--- config.mk ---
export PLATFORM = sky130hd
export DESIGN_NAME = polyveck_make_hint
export DESIGN_NICKNAME = d
export VERILOG_FILES = /design/src/rtl/polyveck_make_hint.sv
export SDC_FILE = /design/constraint.sdc
export NUM_CORES = 2
export LEC_CHECK = 0
export BUFFER_PORTS_ARGS = -buffer_cell sky130_fd_sc_hd__buf_2
export CAP_MARGIN = 15
export CORE_AREA = 4 4 635 637
export CTS_CLUSTER_DIAMETER = 80
export DETAILED_ROUTE_END_ITERATION = 6
export DIE_AREA = 0 0 639 641
export GPL_TIMING_DRIVEN = 0
export MAX_ROUTING_LAYER = met4
export SYNTH_ARGS = -nofsm -noshare
export SYNTH_HDL_FRONTEND = slang
export SYNTH_SLANG_ARGS = --single-unit
--- constraint.sdc ---
create_clock -name clk -period 2.5 [get_ports clk]
set_input_delay 0.25 -clock clk [delete_from_list [all_inputs] [get_ports clk]]
set_output_delay 0.25 -clock clk [all_outputs]
set_load 0.01 [all_outputs]
--- src/rtl/polyveck_make_hint.sv ---
// Hint-vector builder: streams K*N (a0, a1) pairs, sets one hint bit per pair,
// counts the set bits and flags a count above OMEGA once the vector is complete.
module polyveck_make_hint #(
    parameter int K      = 6,
    parameter int N      = 256,
    parameter int GAMMA2 = 261888,
    parameter int OMEGA  = 55
) (
    input  logic                clk,
    input  logic                rst_n,
    input  logic                start,
    input  logic                in_valid,
    output logic                in_ready,
    input  logic signed [31:0]  a0,
    input  logic signed [31:0]  a1,
    output logic [K*N-1:0]      h_out,
    output logic [10:0]         hint_cnt,
    output logic                omega_fail,
    output logic                done,
    output logic                busy
);

    localparam logic [1:0] S_IDLE = 2'd0;
    localparam logic [1:0] S_RUN  = 2'd1;
    localparam logic [1:0] S_DONE = 2'd2;

    localparam int                IW     = $clog2(K*N);
    localparam logic signed [31:0] G_POS = 32'(GAMMA2);
    localparam logic signed [31:0] G_NEG = -G_POS;
    localparam logic [7:0]        LAST_C = 8'(N-1);
    localparam logic [2:0]        LAST_P = 3'(K-1);

    // a0 == -GAMMA2 is the one boundary where the high part decides the hint.
    function automatic logic make_hint(input logic signed [31:0] lo,
                                       input logic signed [31:0] hi);
        return (lo > G_POS) || (lo < G_NEG) || ((lo == G_NEG) && (hi != 32'sd0));
    endfunction

    logic [1:0]     r_state;
    logic [7:0]     r_coeff;
    logic [2:0]     r_poly;
    logic [K*N-1:0] r_h;
    logic [10:0]    r_cnt;
    logic           r_fail;

    logic           w_acc;
    logic           w_hint;
    logic           w_last;
    logic [10:0]    w_cnt_next;
    logic [IW-1:0]  w_idx;

    assign w_acc      = in_valid & in_ready;
    assign w_hint     = make_hint(a0, a1);
    assign w_last     = (r_poly == LAST_P) && (r_coeff == LAST_C);
    assign w_cnt_next = r_cnt + {10'd0, w_hint};
    assign w_idx      = IW'(r_poly) * IW'(N) + IW'(r_coeff);

    always_ff @(posedge clk or negedge rst_n) begin
        if (!rst_n) begin
            r_state <= S_IDLE;
            r_coeff <= '0;
            r_poly  <= '0;
            r_h     <= '0;
            r_cnt   <= '0;
            r_fail  <= 1'b0;
        end else begin
            case (r_state)
                S_IDLE: begin
                    if (start) begin
                        r_h     <= '0;
                        r_cnt   <= '0;
                        r_fail  <= 1'b0;
                        r_coeff <= '0;
                        r_poly  <= '0;
                        r_state <= S_RUN;
                    end
                end
                S_RUN: begin
                    if (w_acc) begin
                        r_h[w_idx] <= w_hint;
                        r_cnt      <= w_cnt_next;
                        if (r_coeff == LAST_C) begin
                            r_coeff <= '0;
                            r_poly  <= r_poly + 3'd1;
                        end else begin
                            r_coeff <= r_coeff + 8'd1;
                        end
                        // Judge omega on the final count so the flag is ready in DONE.
                        if (w_last) begin
                            r_fail  <= (w_cnt_next > 11'(OMEGA));
                            r_state <= S_DONE;
                        end
                    end
                end
                S_DONE:  r_state <= S_IDLE;
                default: r_state <= S_IDLE;
            endcase
        end
    end

    assign in_ready   = (r_state == S_RUN);
    assign done       = (r_state == S_DONE);
    assign busy       = in_ready | done;
    assign h_out      = r_h;
    assign hint_cnt   = r_cnt;
    assign omega_fail = r_fail;

endmodule
==> metrics.md <==
| Metric | Value |
|---|---|
| Clock-pin slew on the worst setup and hold paths | 0.06 ns |
| Synth Register Bits | 1561 |
| Post-DP HPWL | 441000 µm |
| DP Cell Count | 13.0k |
| Share of layout cells above drive strength 1 | 49.0% |
| # clock sinks | 1561 |
| Worst r2r src | r_state[1] |
| Largest net degree at the start of global routing | 159 |
| Static leakage | 0.0471 µW |
| WHS | -0.358 ns |
| CP required | 3.29 ns |
| Die H | 641 µm |
| TritonCTS clock tree | done |
| Detailed Route WL | 603000 µm |
| Starting Density | 16.5% |
| Vias per inst | 5.43 |
| Final Non-Filler Cells | 13.8k |
| Avg WL per Cell | 43.8 µm |
| Post-synthesis cell count | 5878 |
| Post-synth EDFFs | 0 |
| Max-slew violation count | 0 |
| Iteration count of the initial detailed-routing pass | 7 |
| Final Critical Period | 2.75 ns |
| Die area | 0.410 mm² |
| Largest area contributor in the netlist | dfrtp_1 |
| R2R Setup Slk | -0.25 ns |
| Vias in the first global route | 69.4k |
| Row count | 232 |
| Synth Flop Type | dfrtp_1 |
| Number of routed nets with antenna violations | 0 |
| Syn Area/Cell | 11.2 µm² |
| Delay-heaviest family, CP | buffers and inverters |
| Maximum vdd drop | 0.546 mV |
| Crit path capture type | flop |
| Most frequent cells in the layout | buf_2, dfrtp_1, a21oi_1 |
| Failing checks | hold timing, setup timing |
| Tightest Pin Transition | 0.927 ns |
| Worst R2R Path Depth | 12 |
| Clock skew | 0.0866 ns |
| Synth warnings | 0 |
| Most common cell after layout, fill and taps aside | buf_2 |
| Max FO, Critical Path | 10 |
| Vias | 74.7k |
| Initial antenna violation count | 57 |
| Gr ovfl total | 0 |
| Worst min path class | primary input to asynchronous set/reset pin |
| Critical path buffers and inverters | 7 |
| Area grow syn2layout | 63.1% |
| Slowest stage delay, CP | 0.39 ns |
| Port buffer count | 1618 |
| Pre-CTS WS | -2.29 ns |
| Critical Path Start Type | flop |
| Final period util | 110% |
| GRT Total Usage | 28.1% |
| Post-layout util | 26.9% |
| Core ar. | 0.398 mm² |
| IO Count | 1619 |
| Pwr Total | 69300 µW |
| Setup violators final | 1225 |
| Synth area leaders | dfrtp_1, a311oi_1, a21oi_1, clkbuf_1, buf_2 |
| Final Wtd Congestion | 0.946 |
| H-Tree Depth | 4 |
| Crit Reg-Reg Endpoint | h_out[530] |
| Drt first-iter violations | 10.2k |
| Crit Path Category | flop to flop |
| CTS Buf Count | 194 |
| First-pass GRT wire length | 739000 µm |
| Fmax | 0.364 GHz |
| Status | finished with violations |
| Clock buffer depth | 4 |
| Seq/Total Area, Yosys | 59.5% |
| Worst slew margin | 38.2% |
| Worst Slack Setup Final | -0.247 ns |
| Clock Latency Late Sink | 0.93 ns |
| Critical-path top delay cell | dfrtp_1 |
| Die X-Extent | 639 µm |
| Worst EP arrival | 3.54 ns |
| Critical path depth in cells | 12 |
| Power Density | 648 mW/mm² |
| Final hold vios | 329 |
| Crit-path cells | inv_2, ha_4, buf_6, mux2_4, nand3_4, buf_6, nor2_4, buf_12, clkbuf_16, buf_4, buf_12, a311oi_1 |
| Async S/R FF share, synth | 100% |
| Post-layout nets | 8376 |
| DRC errors left | 0 |
| Area share of the largest cell type after synthesis | 59.5% |
| Mapped Nets | 5958 |
| Max-cap violations | 0 |
| RSZ-0062 raised after global routing | yes |
| Synth cell types | 43 |
| CTS root buffer | clkbuf_16 |
| Synth Cell Area | 0.0656 mm² |
worst min-delay path, stage by stage:
cell	delay, ns
buf_16	0.10
buf_16	0.10
buf_16	0.14
buf_16	0.43
state kept, by name, indices dropped and copies added, names as in the netlist:
| name | flops |
|---|---|
| h_out | 1536 |
| hint_cnt | 11 |
| omega_fail | 1 |
| r_coeff | 8 |
| r_poly | 3 |
| r_state | 2 |
layer usage:
metal  up-vias  routed length (µm)  GRT usage, %
li1      28500                   -             -
met1     38200              216000          31.5
met2      6313              266000          41.7
met3      1727               68700          9.95
met4         0               53000          19.6
met5         -                   0             -
logic make-up after synthesis:
family | Yosys count | synth area share (%)
AO/OA/AOI/OAI | 3111 | 32.6
flip-flops | 1561 | 59.5
buffers and inverters | 981 | 6.00
AND/OR/NAND/NOR | 201 | 1.47
adder cells (fa/ha/maj) | 12 | 0.229
XOR/XNOR | 9 | 0.120
multiplexers | 3 | 0.0496
metrics by stage:
| step | cell area [µm²] | setup TNS [ns] |
|---|---|---|
| detailed placement | 84500 | -3385.29 |
| floorplan | 65700 | -0.531 |
| global route | 107000 | -201.76 |
| CTS | 101000 | -112.64 |
| global placement | 80400 | - |
| finish | 107000 | -104.47 |
layout make-up:
class                      count  area, µm²
buffer                       946       8490
clock buffer                 259       5590
sequential                  1561      39100
tap                         5265       6590
multi-input combinational   3337      27300
timing repair buffer        2246      18700
antenna                       53        133
fill                       41500     291000
inverter                      10       42.5
clock inverter                88       1220
power breakdown:
part	total (µW)	switching (µW)	leakage, µW	internal (µW)
Sequential	25500	155	0.0218	25400
Combinational	13100	9410	0.0220	3640
Clock	30700	12900	0.00335	17800
Total	69300	22500	0.0471	46900
synth_stat cells (2+ instances only):
library cell and n:
o31ai_1 2, buf_1 6, or3_1 8, a211oi_1 2
mux2_2 2, o21bai_1 2, xor2_1 4, ha_1 12
a21oi_1 1538, inv_1 10, nor2_2 8, clkbuf_1 762
o41ai_1 2, a31oi_1 3, and3_1 8, or3b_2 4
nor3_1 5, nor4_1 15, nand3b_1 4, nor2_1 91
or2_2 4, nand2_1 23, nand3_1 16, dfrtp_1 1561
a311oi_1 1536, a22o_1 3, buf_2 202, nand4_1 10
xnor2_1 5, o21ai_0 17
how the worst max path moves through the flow:
stage / slack [ns] / from / endpoint
finish: -0.25 / r_state[1] / h_out[530]
global route: -0.32 / r_state[1] / h_out[1045]
CTS: -0.24 / r_state[1] / h_out[1108]
detailed placement: -2.29 / r_state[0] / h_out[1111]
global placement: -36.28 / rst_n / h_out[945]
floorplan: -0.21 / a0[28] / omega_fail
repair_timing:
item / in CTS / in global routing
gates cloned: 37 / 35
buffers inserted: 196 / 152
pin swaps: 189 / 246
setup endpoints to repair: 1971 / 1792
gates resized for setup: 1525 / 1133
hold endpoints to repair: 417 / 389
hold buffers: 11 / 5
(Power assumes the default switching activity.)
